**config.mk**
```make
export PLATFORM = sky130hd
export DESIGN_NAME = nibble_serializer_flat
export DESIGN_NICKNAME = d
export VERILOG_FILES = /design/src/rtl/nibble_serializer_pkg.sv /design/src/rtl/nibble_serializer_if.sv /design/src/rtl/nibble_serializer_baud_tick.sv /design/src/rtl/nibble_serializer.sv /design/src/flat_wrapper.sv
export SDC_FILE = /design/constraint.sdc
export NUM_CORES = 1
export LEC_CHECK = 0
export CAP_MARGIN = 10
export CORE_AREA = 3 3 40 42
export DETAILED_ROUTE_END_ITERATION = 16
export DIE_AREA = 0 0 43 45
export DONT_BUFFER_PORTS = 1
export GPL_ROUTABILITY_DRIVEN = 0
export GPL_TIMING_DRIVEN = 0
export HOLD_SLACK_MARGIN = 0.05
export PLACE_DENSITY = 0.61
export SYNTH_ARGS = -nofsm -noshare
export SYNTH_HDL_FRONTEND = slang
export SYNTH_SLANG_ARGS = --single-unit
export TNS_END_PERCENT = 20
```
**constraint.sdc**
```tcl
create_clock -name clock -period 2.45 [get_ports clock]
set_clock_uncertainty 0.1 [all_clocks]
set_input_delay 0.735 -clock clock [delete_from_list [all_inputs] [get_ports clock]]
set_output_delay 0.735 -clock clock [all_outputs]
set_load 0.05 [all_outputs]
```
**src/rtl/nibble_serializer_pkg.sv**
```systemverilog
// rtl/nibble_serializer_pkg.sv - shared types and line levels for the nibble serializer
package serializer_pkg;

    typedef enum logic [1:0] {IDLE, START, DATA, STOP} ser_state_t;

    localparam logic TX_IDLE  = 1'b1;
    localparam logic TX_START = 1'b0;
    localparam logic TX_STOP  = 1'b1;

endpackage

```
**src/rtl/nibble_serializer_if.sv**
```systemverilog
// rtl/nibble_serializer_if.sv - parallel word load handshake into the serializer
interface nibble_serializer_if #(parameter int WIDTH = 4);

    logic [WIDTH-1:0] d;
    logic             load_valid;
    logic             load_ready;

    modport master (output d, output load_valid, input load_ready);
    modport slave  (input d, input load_valid, output load_ready);

endinterface

```
**src/rtl/nibble_serializer_baud_tick.sv**
```systemverilog
// rtl/nibble_serializer_baud_tick.sv - bit period counter, tick on the last cycle of each bit
module baud_tick #(
    parameter int CLKS_PER_BIT = 4
) (
    input  logic clock,
    input  logic clear,
    input  logic enable,
    output logic tick
);

    localparam int CW = (CLKS_PER_BIT > 1) ? $clog2(CLKS_PER_BIT) : 1;
    localparam logic [CW-1:0] LAST = CW'(CLKS_PER_BIT - 1);

    logic [CW-1:0] count;

    // Held at zero while disabled so every frame starts on a fresh bit period.
    always_ff @(posedge clock) begin
        if (clear || !enable) begin
            count <= '0;
        end else if (count == LAST) begin
            count <= '0;
        end else begin
            count <= count + 1'b1;
        end
    end

    assign tick = enable && (count == LAST);

endmodule

```
**src/rtl/nibble_serializer.sv**
```systemverilog
// rtl/nibble_serializer.sv - loads a parallel word and shifts it out as a start/data/stop frame
module nibble_serializer
    import serializer_pkg::*;
#(
    parameter int WIDTH        = 4,
    parameter int CLKS_PER_BIT = 4
) (
    input  logic                    clock,
    input  logic                    clear,
    nibble_serializer_if.slave      bus,
    output logic                    tx,
    output logic                    busy,
    output logic                    done
);

    localparam int BCW = (WIDTH > 1) ? $clog2(WIDTH) : 1;
    localparam logic [BCW-1:0] LAST_BIT = BCW'(WIDTH - 1);

    ser_state_t       state, state_n;
    logic [WIDTH-1:0] shreg, shreg_n;
    logic [BCW-1:0]   bit_cnt, bit_cnt_n;
    logic             tx_n;
    logic             tick;

    baud_tick #(.CLKS_PER_BIT(CLKS_PER_BIT)) u_baud (
        .clock  (clock),
        .clear  (clear),
        .enable (state != IDLE),
        .tick   (tick)
    );

    always_ff @(posedge clock) begin
        if (clear) begin
            state   <= IDLE;
            shreg   <= '0;
            bit_cnt <= '0;
            tx      <= TX_IDLE;
        end else begin
            state   <= state_n;
            shreg   <= shreg_n;
            bit_cnt <= bit_cnt_n;
            tx      <= tx_n;
        end
    end

    always_comb begin
        state_n   = state;
        shreg_n   = shreg;
        bit_cnt_n = bit_cnt;
        done      = 1'b0;
        tx_n      = TX_IDLE;

        case (state)
            IDLE: begin
                if (bus.load_valid) begin
                    state_n = START;
                    shreg_n = bus.d;
                end
            end
            START: begin
                if (tick) begin
                    state_n   = DATA;
                    bit_cnt_n = '0;
                end
            end
            DATA: begin
                if (tick) begin
                    shreg_n = shreg >> 1;
                    if (bit_cnt == LAST_BIT) begin
                        state_n = STOP;
                    end else begin
                        bit_cnt_n = bit_cnt + 1'b1;
                    end
                end
            end
            STOP: begin
                if (tick) begin
                    done    = 1'b1;
                    state_n = IDLE;
                end
            end
            default: state_n = IDLE;
        endcase

        // tx is registered from the next-state view so it lines up with the state register.
        case (state_n)
            START:   tx_n = TX_START;
            DATA:    tx_n = shreg_n[0];
            STOP:    tx_n = TX_STOP;
            default: tx_n = TX_IDLE;
        endcase
    end

    assign bus.load_ready = (state == IDLE);
    assign busy           = (state != IDLE);

endmodule

```
**src/flat_wrapper.sv**
```systemverilog
// flat-port wrapper written by rule: the top's interface ports become plain ports
module nibble_serializer_flat import serializer_pkg::*;
#(
    parameter int WIDTH        = 4,
    parameter int CLKS_PER_BIT = 4
)
  (clock, clear, tx, busy, done, bus_d, bus_load_valid, bus_load_ready);
  nibble_serializer_if #(.WIDTH(WIDTH)) bus_i ();
  input  logic clock;
  input  logic clear;
  output logic tx;
  output logic busy;
  output logic done;
  input wire logic [$bits(bus_i.d)-1:0] bus_d;
  input wire logic [$bits(bus_i.load_valid)-1:0] bus_load_valid;
  output wire logic [$bits(bus_i.load_ready)-1:0] bus_load_ready;
  assign bus_i.d = bus_d;
  assign bus_i.load_valid = bus_load_valid;
  assign bus_load_ready = bus_i.load_ready;
  nibble_serializer #(.WIDTH(WIDTH), .CLKS_PER_BIT(CLKS_PER_BIT)) u_core (.clock(clock), .clear(clear), .bus(bus_i), .tx(tx), .busy(busy), .done(done));
endmodule
```
Word-level counts from Yosys, hierarchy flattened
Index checks and enable logic that the tools add are counted.
- latch bits: 0
- bits in writable memories: 0
- output and inout port bits: 4
- memories: 0
- ROM bits: 0
- word-level logic and storage cells: 45
- register bits after elaboration: 11
- equality and inequality tests: 11
- reductions and logical operators: 10
- mux-type cells: 16
- $mul: 0
- magnitude comparators: 0
- div/mod/pow operators: 0
- add/sub/neg operators: 2
- bitwise logic cells: 0
- shift-type cells: 0
- operators by type and width (operator ; number):
    $mux 2 ; 8
    $eq 2x2->1 const B ; 5
    $mux 4 ; 2
    $pmux 2 s4 ; 1
    $pmux 4 s2 ; 1
    $reduce_bool 2->1 ; 3
    $add 2x1->2 const B ; 2
    $eq 2x1->1 const B ; 2
    $ne 2x1->1 const B ; 2
    $ne 2x2->1 const B ; 2
    $pmux 2 s2 ; 1
    $reduce_and 4->1 ; 1
    $reduce_and 3->1 ; 1
    $logic_not 2->1 ; 1
    $mux 1 ; 2
    $pmux 1 s2 ; 1
    $reduce_or 2->1 ; 1
    $logic_and 1x1->1 ; 1
    $logic_not 1->1 ; 1
    $logic_or 1x1->1 ; 1

Logic depth before layout (Yosys ltp)
Gate-level depths: netlist of run 1.
- word-level depth: 6
- gate-level depth with buffers: 5
- mapped depth without buffers: 4

By module
A second synthesis of run 1 with hierarchy kept.
- cells, all modules: 65
- area, all modules: 554.3 um^2
- modules (own cells, without submodules) (module ; times used ; cells an instance ; sequential area each (um^2) ; area each (um^2)):
    nibble_serializer ; 1 ; 59 ; 180.2 ; 467.9
    baud_tick ; 1 ; 6 ; 40.0 ; 86.3

Worst setup path before layout of run 1
No wires, ideal clock.
- path type: register -> output
- from: register u_core.state[0]
- to: output port done
- setup slack: -0.175 ns
- cell stages (with the launch flop): 4
- arrival time: 1.790 ns
- cell sequence: dfxtp_1 clkbuf_1 inv_1 nor3_1
- longest elaborated chain between the ends: 4
- elaborated cells on any way between the ends: 5
- those cells by class: eq/ne: 1; mux: 2; reduce/logical: 2
- RTL lines (element ; RTL line ; source):
    start: declaration ; nibble_serializer.sv:19 ; ser_state_t state, state_n;
    start signal: assignment ; nibble_serializer.sv:39 ; state <= state_n;
    $reduce_bool 2->1 ; nibble_serializer.sv:28 ; .enable (state != IDLE),
    $logic_and 1x1->1 ; nibble_serializer_baud_tick.sv:27 ; assign tick = enable && (count == LAST);
    $mux 1 ; nibble_serializer.sv:77 ; if (tick) begin
    $mux 1 (*) ; nibble_serializer.sv:53 ; case (state)
    end: declaration ; flat_wrapper.sv:13 ; output logic done;
Mark *: on every way between the ends. The rest lies on a longest branch, timed or not.

Worst setup path in the final report of run 1
- from: register u_core.state[1]
- to: output port busy
- longest elaborated chain between the ends: 1
- RTL lines (element ; RTL line ; source):
    $reduce_bool 2->1 ; nibble_serializer.sv:95 ; assign busy = (state != IDLE);
    end: declaration ; flat_wrapper.sv:12 ; output logic busy;
No other way between the ends.

==> qor.csv, run 1 <==
stage,metric,value,unit
route,DR iter-0 viols,12,
logic_synthesis,Synth Register Bits,11,
sta,setup_tns,0,ps
logic_synthesis,Syn Area/Cell,8.72,µm²
logic_synthesis,Post-synth EDFFs,0,
sta,slew margin rel.,0.645,
finish,ant diodes,0,
power_and_ir_drop,Peak VDD IR,0.229,mV
clock_network,H-tree levels,1,
place,hpwl dp,802,µm
critical_path,Crit. End Element,primary output,
sta,worst-margin pin slew,531,ps
place,dpl cells,80,
sta,f_max,423,MHz
route,WL/cell,13.5,µm
logic_synthesis,Synth Cell Area,567,µm²
logic_synthesis,"top cells by area, synth","dfxtp_1 (39%), o21ai_0 (6.2%), inv_1 (4.6%)",
floorplan,Ports,11,
logic_synthesis,"Seq/Total Area, Yosys",0.389,
logic_synthesis,Mapped Cells,65,
sta,final setup margin,88.3,ps
finish,post-layout util,0.514,
logic_synthesis,top cell type's share of synthesized area,0.389,
place,Place WS,-323,ps
finish,final instance area,661,µm²
power_and_ir_drop,Power per Cell Area,543,nW/µm²
route,vias per cell,5.73,
sta,Final setup viols,0,
clock_network,Root Driver,clkbuf_4,
clock_network,Clock Tree Buf Depth,2,
logic_synthesis,Post-Syn Nets,74,
global_routing,largest net degree at the start of global routing,11,
critical_path,max incr delay on CP,370,ps
global_routing,initial antenna violation count,0,
logic_synthesis,ys async rst share,0,
finish,share of layout cells above drive strength 1,0.183,
critical_path,CP Class,flop to primary output,
place,port buffer count,0,
sta,RSZ-0062 raised after global routing,false,
sta,fin crit share,0.964,
logic_synthesis,number of distinct library cells after synthesis,30,
clock_network,TritonCTS buffer count,3,
logic_synthesis,commonest cells in the netlist,"dfxtp_1 (11), inv_1 (7), o21ai_0 (7)",
floorplan,# rows,13,
floorplan,Die Area,1940,µm²
critical_path,Setup crit start kind,flop,
floorplan,Core Box Area,1280,µm²
sta,post-layout min period,2360,ps
route,WL final,1160,µm
finish,fin cells,86,
route,final antenna-violating net count,0,
critical_path,Worst EP arrival,1530,ps
logic_synthesis,most numerous cell in the Yosys netlist,dfxtp_1,
sta,hold_ws,310,ps
power_and_ir_drop,total power,0.359,mW
run,Max Cap Viol,0,
logic_synthesis,yosys warns,0,
finish,Final Net Count,81,
route,DR pass1 iterations,4,
route,DRC viols,0,
critical_path,critical path's top delay family,buffers and inverters,
floorplan,floorplan die height,45,µm
logic_synthesis,Synth Flop Type,dfxtp_1,
critical_path,Worst Path Max Fanout,10,
power_and_ir_drop,Leak Pwr,0.274,nW
critical_path,buffers plus inverters on the worst setup path,2,
clock_network,TritonCTS clock tree,built,
critical_path,crit-path cells,"clkbuf_4, nor2_4, inv_1",
sta,"Hold Vio Cnt, Final",0,
logic_synthesis,Yosys top cell by area,dfxtp_1,
floorplan,Initial Util,0.441,
finish,synthesis-to-finish area growth,16.6,%
floorplan,Die X,43,µm
clock_network,clk_lat worst skew,260,ps
clock_network,Sink Count,11,
place,Placed Area,591,µm²
worst_hold_path,Hold Crit Class,flop to flop,
global_routing,vias in the first global route,421,
global_routing,first-pass GRT wire length,1950,µm
clock_network,clock-pin transition on the worst setup and hold timing paths,70,ps
global_routing,Tot GR Track Use,0.138,
critical_path,CP Data Required Time,1620,ps
critical_path,CP max-delay cell,nor2_4,
run_status,status,completed,
sta,pins over their slew limit,0,
global_routing,gr ovfl total,0,
route,vias,493,
## state kept, by name (all words and copies together) (netlist names)
name and count:
u_core.u_baud.count 2, u_core.bit_cnt 2, u_core.shreg 4, u_core.tx 1, u_core.state 2
## layout by cell type, fill, tap and decap left out, types with 2 or more instances in the layout
master,n
dfxtp_1,10
o21ai_0,7
inv_1,6
a21oi_1,5
clkbuf_4,4
nor2b_1,3
clkbuf_1,2
and3_1,2
mux2i_1,2
o32ai_1,2
a221oi_1,2
buf_4,2
## power breakdown
part / switching, mW / internal [mW] / leakage [nW]
logic: 0.0284 / 0.0131 / 0.169
clock network: 0.0591 / 0.0630 / 0.0150
registers: 0.00792 / 0.187 / 0.0906
## cell families (layout without fill, tap and decap cells)
logic type / Yosys count / in the layout / share of synthesized area
buffers and inverters: 11 / 17 / 0.0817
adder cells (fa/ha/maj): 2 / 2 / 0.0441
XOR/XNOR: 1 / 1 / 0.0155
AND/OR/NAND/NOR: 17 / 17 / 0.192
AO/OA/AOI/OAI: 21 / 21 / 0.243
flip-flops: 11 / 11 / 0.389
multiplexers: 2 / 2 / 0.0353
## final timing paths
check / from / endpoint / slack [ps] / depth (start not counted)
min reg2reg: u_core.u_baud.count[0] / u_core.u_baud.count[0] / 310 / 1
max reg2reg: u_core.u_baud.count[0] / u_core.shreg[2] / 970 / 6
max: u_core.state[1] / busy / 90 / 3
min: u_core.u_baud.count[0] / u_core.u_baud.count[0] / 310 / 1
## per-layer routing
| layer | vias to the layer above | wire length [µm] | GRT usage |
|---|---|---|---|
| met5 | - | 0 | 0 |
| met4 | 0 | 12 | 0.0723 |
| met3 | 2 | 110 | 0.0637 |
| met2 | 19 | 481 | 0.183 |
| met1 | 223 | 558 | 0.185 |
| li1 | 249 | - | - |
## timing repair
item | 4_1_cts | 5_1_grt
gates resized for setup | 4 | 5
hold endpoints to repair | 0 | 0
hold buffers | 0 | 0
pin swaps | 1 | 1
endpoints found under the setup margin | 3 | 1
buffers inserted | 0 | 2
## area by class of cell
type,instances,area [µm²]
Buffer,4,27.5
Timing Repair Buffer,2,15.0
Fill cell,136,624
Multi-Input combinational cell,43,322
Tap cell,15,18.8
Inverter,7,30.0
Sequential cell,11,221
Clock buffer,4,26.3
No activity file was read; power rests on OpenSTA's default activity.
==> run 2: changes to the inputs <==
--- a/config.mk
+++ b/config.mk
@@ -14,6 +14,7 @@
 export GPL_TIMING_DRIVEN = 0
 export HOLD_SLACK_MARGIN = 0.05
 export PLACE_DENSITY = 0.61
+export SKIP_LAST_GASP = 1
 export SYNTH_ARGS = -nofsm -noshare
 export SYNTH_HDL_FRONTEND = slang
 export SYNTH_SLANG_ARGS = --single-unit
==> qor.csv, run 2 (synthesis gave the netlist of run 1 again) <==
stage,metric,value,unit
sta,slew margin rel.,0.645,
global_routing,gr ovfl total,0,
finish,area taken by multi-input logic gates,322,µm²
place,Placed Area,591,µm²
global_routing,initial antenna violation count,0,
power_and_ir_drop,Peak VDD IR,0.228,mV
floorplan,Core Box Area,1280,µm²
finish,fin cells,85,
global_routing,Tot GR Track Use,0.138,
floorplan,Initial Util,0.441,
global_routing,vias in the first global route,422,
run,Max Cap Viol,0,
route,DRC viols,0,
sta,post-layout min period,2360,ps
floorplan,Die Area,1940,µm²
run_status,status,completed,
route,WL/cell,14.1,µm
finish,most frequent cells in the layout,"dfxtp_1 (9), o21ai_0 (7), inv_1 (6), a21oi_1 (5)",
clock_network,clock-pin transition on the worst setup and hold timing paths,60,ps
finish,max reg flops,4,
critical_path,Worst EP arrival,1520,ps
floorplan,# rows,13,
finish,post-layout util,0.511,
critical_path,r2r startpoint,u_core.u_baud.count[0],
worst_hold_path,Hold Crit Class,flop to flop,
critical_path,Setup crit start kind,flop,
finish,register area,223,µm²
sta,Final setup viols,0,
finish,final instance area,657,µm²
route,DR iter-0 viols,17,
finish,synthesis-to-finish area growth,15.9,%
global_routing,largest net degree at the start of global routing,11,
critical_path,Crit. End Element,primary output,
route,vias,487,
place,dpl cells,80,
sta,f_max,424,MHz
global_routing,first-pass GRT wire length,1950,µm
finish,Final Net Count,80,
clock_network,TritonCTS clock tree,built,
power_and_ir_drop,total power,0.358,mW
clock_network,TritonCTS buffer count,3,
sta,pins over their slew limit,0,
clock_network,clk_lat worst skew,270,ps
critical_path,"reg-to-reg slack, setup",950,ps
clock_network,H-tree levels,1,
floorplan,Ports,11,
sta,worst-margin pin slew,531,ps
finish,ant diodes,0,
route,vias per cell,5.73,
critical_path,R2R depth,6,
place,port buffer count,0,
finish,share of layout cells above drive strength 1,0.186,
critical_path,Critical Path Source,u_core.u_baud.count[0],
critical_path,Worst Path Max Fanout,10,
clock_network,Root Driver,clkbuf_4,
critical_path,CP Class,flop to primary output,
finish,Fill cells,138,
power_and_ir_drop,Power per Cell Area,545,nW/µm²
critical_path,CP Data Required Time,1620,ps
clock_network,Sink Count,11,
finish,Reg with most FFs,u_core.shreg,
floorplan,floorplan die height,45,µm
clock_network,Clock Tree Buf Depth,2,
floorplan,Die X,43,µm
worst_hold_path,HP Start,u_core.u_baud.count[0],
route,WL final,1200,µm
route,DR pass1 iterations,4,
power_and_ir_drop,Leak Pwr,0.272,nW
place,hpwl dp,802,µm
critical_path,crit path to,done,
route,final antenna-violating net count,0,
finish,"commonest non-fill, non-tap cell in the layout",dfxtp_1,
critical_path,RR Endpoint,u_core.shreg[1],
sta,fin crit share,0.963,
sta,"Hold Vio Cnt, Final",0,
==> run 2: cell count changes in the layout (fill, tap and decap cells not counted) <==
cell      before  now
dfxtp_1       10    9
dfxtp_2        1    2
clkbuf_4       4    3
buf_4          2    3
clkbuf_2       1    0
==> run 2: how the worst min path moves through the flow <==
stage,to,cells after the start
after CTS,u_core.u_baud.count[0],1
after floorplan,u_core.u_baud.count[0],1
after detailed placement,u_core.u_baud.count[0],1
final,u_core.u_baud.count[0],1
after global routing,u_core.u_baud.count[0],1
after global placement,u_core.u_baud.count[0],1
==> run 2: final cells by class <==
type,instances,area share
timing repair buffer,2,0.0229
tap,15,0.0286
clock buffer,4,0.0400
buffer,3,0.0343
multi-input combinational,43,0.490
inverter,7,0.0457
sequential,11,0.339
==> run 2: worst max-delay path, cell delays in order (launching register included) <==
cell and delay (ps):
dfxtp_2 330, ha_2 180, buf_6 140, clkinvlp_4 130, nor3_4 480
==> run 2: through the flow <==
step                      setup TNS [ps]  hold WS (ps)  setup slack (ps)
final                                  0           310              90.8
after global routing               -18.2           333             -18.2
after CTS                          -87.4           337             -87.4
after detailed placement            -323           327              -323
after global placement              -344           324              -344
after floorplan                     -144           308              -144
==> run 2: power breakdown <==
part | leakage, nW | internal (mW) | switching [mW] | total, mW
registers | 0.0911 | 0.187 | 0.0114 | 0.199
clock network | 0.0150 | 0.0630 | 0.0584 | 0.121
logic | 0.166 | 0.0124 | 0.0250 | 0.0373
==> run 2: routing by layer <==
| layer | vias up | part of all wire | global-route usage |
|---|---|---|---|
| li1 | 250 | - | - |
| met1 | 222 | 0.50 | 0.185 |
| met2 | 13 | 0.43 | 0.183 |
| met3 | 2 | 0.059 | 0.0637 |
| met4 | 0 | 0.010 | 0.0723 |
| met5 | - | 0 | 0 |
==> run 2: repair_timing <==
action                                  4_1_cts  5_1_grt
buffers inserted                              0        2
hold endpoints to repair                      0        0
hold buffers                                  0        0
pin swaps                                     0        1
gates resized for setup                       3        7
endpoints found under the setup margin        3        2
